**src/rtl/bit_serial_alu_ctrl.sv**
```systemverilog
// Bit-serial sequencer for a 1-bit combinational ALU slice: streams operands LSB-first,
// chains carry, reassembles the result. Optional zero flag: BIT_SERIAL_ALU_ZERO_FLAG_EN.
module bit_serial_alu_ctrl #(
  parameter int WIDTH = 8
) (
  input  logic             clk,
  input  logic             rst,
  input  logic             start,
  input  logic [WIDTH-1:0] a_in,
  input  logic [WIDTH-1:0] b_in,
  input  logic [2:0]       opsel_in,
  input  logic             cin_init,
  output logic             op1,
  output logic             op2,
  output logic             cin,
  output logic [2:0]       opsel,
  input  logic             slice_result,
  input  logic             slice_cout,
  output logic             busy,
  output logic             done,
  output logic [WIDTH-1:0] result,
  output logic             cout_final
`ifdef BIT_SERIAL_ALU_ZERO_FLAG_EN
  ,
  output logic             zero
`endif
);

  localparam int CNT_W = $clog2(WIDTH);

  typedef enum logic [1:0] {
    ST_IDLE  = 2'd0,
    ST_SHIFT = 2'd1,
    ST_DONE  = 2'd2
  } state_t;

  state_t state_reg, state_next;
  logic             accept;
  logic [WIDTH-1:0] a_sr_reg, b_sr_reg, res_sr_reg, result_reg;
  logic [2:0]       opsel_reg;
  logic             carry_reg, cout_final_reg;
  logic [CNT_W-1:0] cnt_reg;
  logic             last_bit;
  logic [WIDTH-1:0] res_shifted;

  assign last_bit    = (cnt_reg == CNT_W'(WIDTH - 1));
  assign res_shifted = {slice_result, res_sr_reg[WIDTH-1:1]};

  // Slice inputs come straight from registers so start never reaches them combinationally.
  assign op1        = a_sr_reg[0];
  assign op2        = b_sr_reg[0];
  assign cin        = carry_reg;
  assign opsel      = opsel_reg;
  assign result     = result_reg;
  assign cout_final = cout_final_reg;

  always_ff @(posedge clk) begin
    if (rst) begin
      state_reg <= ST_IDLE;
    end else begin
      state_reg <= state_next;
    end
  end

  always_comb begin
    state_next = state_reg;
    accept     = 1'b0;
    busy       = 1'b0;
    done       = 1'b0;
    case (state_reg)
      ST_IDLE: begin
        if (start) begin
          accept     = 1'b1;
          state_next = ST_SHIFT;
        end
      end
      ST_SHIFT: begin
        busy = 1'b1;
        if (last_bit) begin
          state_next = ST_DONE;
        end
      end
      ST_DONE: begin
        done       = 1'b1;
        state_next = ST_IDLE;
      end
      default: state_next = ST_IDLE;
    endcase
  end

  always_ff @(posedge clk) begin
    if (rst) begin
      a_sr_reg       <= '0;
      b_sr_reg       <= '0;
      res_sr_reg     <= '0;
      result_reg     <= '0;
      opsel_reg      <= '0;
      cnt_reg        <= '0;
      carry_reg      <= 1'b0;
      cout_final_reg <= 1'b0;
`ifdef BIT_SERIAL_ALU_ZERO_FLAG_EN
      zero           <= 1'b0;
`endif
    end else if (accept) begin
      a_sr_reg   <= a_in;
      b_sr_reg   <= b_in;
      opsel_reg  <= opsel_in;
      carry_reg  <= cin_init;
      cnt_reg    <= '0;
      res_sr_reg <= '0;
    end else if (state_reg == ST_SHIFT) begin
      a_sr_reg   <= a_sr_reg >> 1;
      b_sr_reg   <= b_sr_reg >> 1;
      res_sr_reg <= res_shifted;
      carry_reg  <= slice_cout;
      if (last_bit) begin
        // Final bit: publish the word; it stays put until the next accepted op completes.
        result_reg     <= res_shifted;
        cout_final_reg <= slice_cout;
`ifdef BIT_SERIAL_ALU_ZERO_FLAG_EN
        zero           <= (res_shifted == '0);
`endif
      end else begin
        cnt_reg <= cnt_reg + CNT_W'(1);
      end
    end
  end

endmodule
```
**config.mk**
```make
export PLATFORM = sky130hd
export DESIGN_NAME = bit_serial_alu_ctrl
export DESIGN_NICKNAME = d
export VERILOG_FILES = /design/src/rtl/bit_serial_alu_ctrl.sv
export SDC_FILE = /design/constraint.sdc
export NUM_CORES = 1
export LEC_CHECK = 0
export CAP_MARGIN = 0
export CORE_MARGIN = 4
export CORE_UTILIZATION = 48
export CTS_BUF_LIST = sky130_fd_sc_hd__clkbuf_16
export DETAILED_ROUTE_END_ITERATION = 8
export GPL_TIMING_DRIVEN = 0
export PLACE_DENSITY_LB_ADDON = 0.2
export SLEW_MARGIN = 10
export SYNTH_ARGS = -nofsm -noshare
export SYNTH_HDL_FRONTEND = slang
export SYNTH_SLANG_ARGS = --single-unit
export TNS_END_PERCENT = 10
```
**constraint.sdc**
```tcl
create_clock -name clk -period 1.8 [get_ports clk]
set_input_delay 0.36 -clock clk [delete_from_list [all_inputs] [get_ports clk]]
set_output_delay 0.36 -clock clk [all_outputs]
set_load 0.01 [all_outputs]
```
# After elaboration in Yosys (flattened, before gate mapping)
# Cells that the tools add are included.
dict set report classes {
  bitwise_logic 2
  shift 0
  order_cmp 0
  n_mux 13
  n_reduce_logical 6
  mul 0
  n_eq_ne 5
  add_sub_neg 1
  div 0
}
# cell count
set op_table {}
lappend op_table {{8-bit two-way mux} 4}
lappend op_table {{1-bit two-way mux} 6}
lappend op_table {{2-bit two-way mux} 2}
lappend op_table {{2-bit != test, second input constant} 2}
lappend op_table {{2-bit one-hot mux with 2 select lines} 1}
lappend op_table {{2-bit AND reduction} 2}
lappend op_table {{3-bit by 1-bit adder with 3-bit output, second input constant} 1}
lappend op_table {{3-bit equality test, second input constant} 1}
lappend op_table {{3-bit AND reduction} 1}
lappend op_table {{2-bit by 1-bit equality test with 1-bit output, second input constant} 1}
lappend op_table {{2-bit equality test, second input constant} 1}
lappend op_table {{2-bit zero test} 1}
lappend op_table {{1-bit NOT} 2}
lappend op_table {{2-bit nonzero test} 1}
lappend op_table {{2-bit OR reduction} 1}
dict set report totals {
  latchBits 0
  memories 0
  word_cells 36
  romBits 0
  output_inout_bits 17
  mem_bits_rw 0
  reg_bits 42
}

# Logic depth before layout (Yosys ltp)
dict set report depth {
  word_depth 4
  depth_mapped 7
  depth_no_buf 5
}

# Least setup slack after synthesis
# No wires, ideal clock.
dict set report synth_path {
  path_type {reg-to-reg}
  from {register cnt_reg[0]}
  to {register cnt_reg[1]}
  arrival_ps 1244
  setup_slack_ps 486
  stages_incl_launch_ff 6
  path_buffers 1
  t_required_ps 1730
  path_cell_list {dfxtp_1 > ha_1 > ha_1 > clkbuf_1 > o21ai_0 > a21oi_1}
}
dict set report synth_via {
  elab_chain_len 3
  elab_cells_between_ends 4
}
# item line
set synth_rtl {}
lappend synth_rtl {{from (decl)} 42} ;# logic [CNT_W-1:0] cnt_reg;
lappend synth_rtl {{from (signal assigned)} 124} ;# cnt_reg <= cnt_reg + CNT_W'(1);
lappend synth_rtl {{branches (longest 3 deep; another with 3-bit by 1-bit adder with 3-bit output)} -}
# Several ways; the timed one is not identified.
# A chain may end at the register's enable or synchronous reset.

# Worst setup path in the final report
dict set report layout_path {
  from {register state_reg[1]}
  to {output port busy}
}
dict set report layout_via {
  elab_chain_len 2
}
# item line
set layout_rtl {}
lappend layout_rtl {{from (decl)} 37} ;# state_t state_reg, state_next;
lappend layout_rtl {{from (signal assigned)} 61} ;# state_reg <= state_next;
lappend layout_rtl {{2-bit by 1-bit equality test with 1-bit output} 70} ;# case (state_reg)
lappend layout_rtl {{1-bit two-way mux} 70}
lappend layout_rtl {{to (decl)} 19} ;# output logic busy,
# Every way passes these cells.

==> qor.yml <==
outcome:
  status: "complete, no violations"
worst_setup_path:
  worstPathArrival_ns: 1.35
  end_kind: "primary output"
  criticalPathCategory: "reg -> out"
  crit_fanout: 10
  r2r_start: "cnt_reg[0]"
  cp.required_ns: 1.44
  start_kind: "flop"
  crit_path_start: "state_reg[1]"
routing:
  drc: 0
  drt_iter0_drc: 140
  dr.pass1.iters: 4
  wl_per_cell_um: 14.13
  via_per_inst: 5.313
  vias: 1546
  wl_mm: 4.112
  ant_nets: 0
layout:
  postLayoutCoreUtil: 0.7018
  n_fill_cell: 287
  area_delta_synth_final_pct: 37.15
  nNetsFinal: 271
  diodes: 0
  drive_above_1_share: 0.1429
  fin_cells: 291
floorplan:
  num_rows: 21
  die_area_um2: 4671
  start_util: 0.5117
  dieHeight_um: 68.35
  io-pin-count: 42
  die_x_um: 68.35
  core_um2: 3416
place:
  portBuffers: 41
  hpwlAfterDp_mm: 2.861
  dp.cells: 283
  place.gp.congestion: 0.7652
  post-place-ws_ns: -0.07324
pwr:
  powerDensity_nw_per_um2: 938.0
  p_total_mw: 2.249
  p_leak_nw: 0.8621
  ir_drop_mv: 0.6450
clock_network:
  cts_tree: "built"
  clock_tree.root_cell: "clkbuf_16"
  cts.sinks: 41
  cts_made_buffers: 5
  hold_buffers: 0
  clockBufferDepth: 2
  clk_pin_slew_worst_paths_ns: 0.06
  htree_levels: 2
  clock_latency_ns: 0.28
logic_synthesis:
  syn_avg_cell_area_um2: 8.918
  synthXorXnorAreaFrac: 0.005011
  syn-cell-area_um2: 1748
  synth_cell_type_count: 27
  synth_top_cell_by_area: "dfxtp_1"
  synth-simple-area-share: 0.1911
  synth_seq_area_share: 0.4696
  synth_fa_ha_area_frac: 0.01432
  synth_commonest_cells: "dfxtp_1, nor2_1, nand2_1, a21oi_1"
  ys.warnings.count: 0
  ys_ff_latch: 41
  muxShareOfSynthArea: 0.01718
  synth_top_family_by_area: "compound AO/OA/AOI/OAI gates"
  ys_top_cells_by_area: "dfxtp_1, a211oi_2, nor2_1"
  synth_most_common_cell: "dfxtp_1"
  synth_top_area_frac: 0.4696
  synth_compound_area_frac: 0.2455
  synth-async-reset-ratio: 0
  synthCells: 196
  yosys_most_used_dff: "dfxtp_1"
  syn-num-nets: 223
  synth_edf_count: 0
sta:
  skew_ns: 0.002659
  max_freq_mhz: 583.9
  fin_crit_sh: 0.9514
  maxSlewViolCount: 0
  finalHoldViolations: 0
  setup_ws_ns: 0.08739
  worst_pin_slew_ns: 0.5842
  maxSlewHeadroom: 0.6106
  rsz0062_at_grt: "false"
  fin_crit_ns: 1.713
  setup_viol_count_final: 0
global_route:
  met1_usage: 0.2742
  grt_pass1_wl_mm: 7.072
  met2_usage: 0.3069
  antenna_found_initial: 0
  grt_overflow: 0
  grt_use_met3: 0.06568
  grtUsageTotal: 0.2051
  first_global_vias: 1542
  grt_max_degree: 14
  top_usage_layer: "met2"
hold_path:
  hp-start: "result[5]"
  min_path_type: "reg -> reg"
run:
  drv_cap: 0
-- logic make-up (layout without fill, tap and decap cells) --
| logic type | Yosys count | in the layout |
|---|---|---|
| mux | 3 | 3 |
| xor+xnor | 1 | 1 |
| flops | 41 | 41 |
| buf+inv | 17 | 66 |
| compound gates | 56 | 56 |
| simple gates | 76 | 76 |
| fa+ha+maj | 2 | 2 |
-- per-stage QoR --
| step | TNS, ns | hold slack (ns) | cell area [um2] |
|---|---|---|---|
| global placement | -0.8381 | 0.4441 | 2216 |
| detailed placement | -0.6989 | 0.4491 | 2216 |
| global route | 0 | 0.4771 | 2397 |
| finish | 0 | 0.4594 | 2397 |
| floorplan | 0 | 0.4366 | 1748 |
| CTS | 0 | 0.4618 | 2400 |
-- placed cells by master (no fill, tap or decap) --
master | Yosys | layout
clkbuf_16 | 0 | 5
buf_4 | 4 | 3
clkdlybuf4s50_1 | 0 | 39
a211oi_1 | 5 | 5
mux2i_1 | 3 | 3
nand2b_1 | 2 | 2
nand3b_2 | 1 | 1
bufinv_16 | 0 | 1
nand3_1 | 11 | 11
xnor2_1 | 1 | 1
nor3b_2 | 2 | 2
o21ai_0 | 4 | 4
o2bb2ai_1 | 11 | 11
nor2_1 | 33 | 33
a21oi_1 | 20 | 20
inv_2 | 1 | 1
a2111oi_2 | 1 | 1
buf_8 | 0 | 1
clkdlybuf4s15_1 | 0 | 1
nand2_1 | 25 | 25
a211oi_2 | 10 | 10
inv_6 | 0 | 1
buf_2 | 3 | 3
ha_1 | 2 | 2
clkinv_1 | 0 | 1
or2_1 | 1 | 1
nor2b_1 | 1 | 1
clkinvlp_4 | 0 | 2
clkbuf_1 | 5 | 5
o22ai_1 | 4 | 4
dfxtp_1 | 41 | 41
o21ba_2 | 1 | 1
buf_6 | 2 | 3
-- path summary, 6_finish.rpt --
kind,endpoint,slack (ns),cells past startpoint
max,busy,0.09,6
min reg2reg,result[5],0.46,2
max reg2reg,cnt_reg[1],0.22,5
min,result[5],0.46,2
-- cell type report --
type | count | area (um2) | share of cell area
multi-input cells | 138 | 827.0 | 0.3450
flip-flops and latches | 41 | 820.8 | 0.3424
repair buffers | 42 | 412.9 | 0.1722
clock buffers | 5 | 125.1 | 0.05219
plain buffers | 13 | 92.59 | 0.03862
well taps | 46 | 57.56 | 0.02401
clock inverters | 3 | 41.29 | 0.01722
inverters | 3 | 20.02 | 0.008351
-- routing by layer --
metal | part of all wire | wire length, um
met3 | 0.058 | 240
met4 | 0.018 | 72
met2 | 0.47 | 1914
met1 | 0.46 | 1884
met5 | 0 | 0
-- where the power goes --
| part | total [mW] | internal, mW | switching [mW] |
|---|---|---|---|
| clock network | 1.00 | 0.649 | 0.354 |
| logic | 0.273 | 0.141 | 0.132 |
| registers | 0.973 | 0.950 | 0.0230 |
-- critical path, stage by stage (launching register included) --
cell	delay, ns
dfxtp_1	0.30
buf_6	0.14
nand2b_1	0.15
buf_6	0.15
inv_6	0.08
buf_8	0.13
buf_2	0.13
-- what timing repair did --
action / in CTS / in global routing
resized for setup: 10 / 2
buffers inserted: 1 / 0
endpoints found under the setup margin: 2 / 2
(Power assumes the default switching activity.)
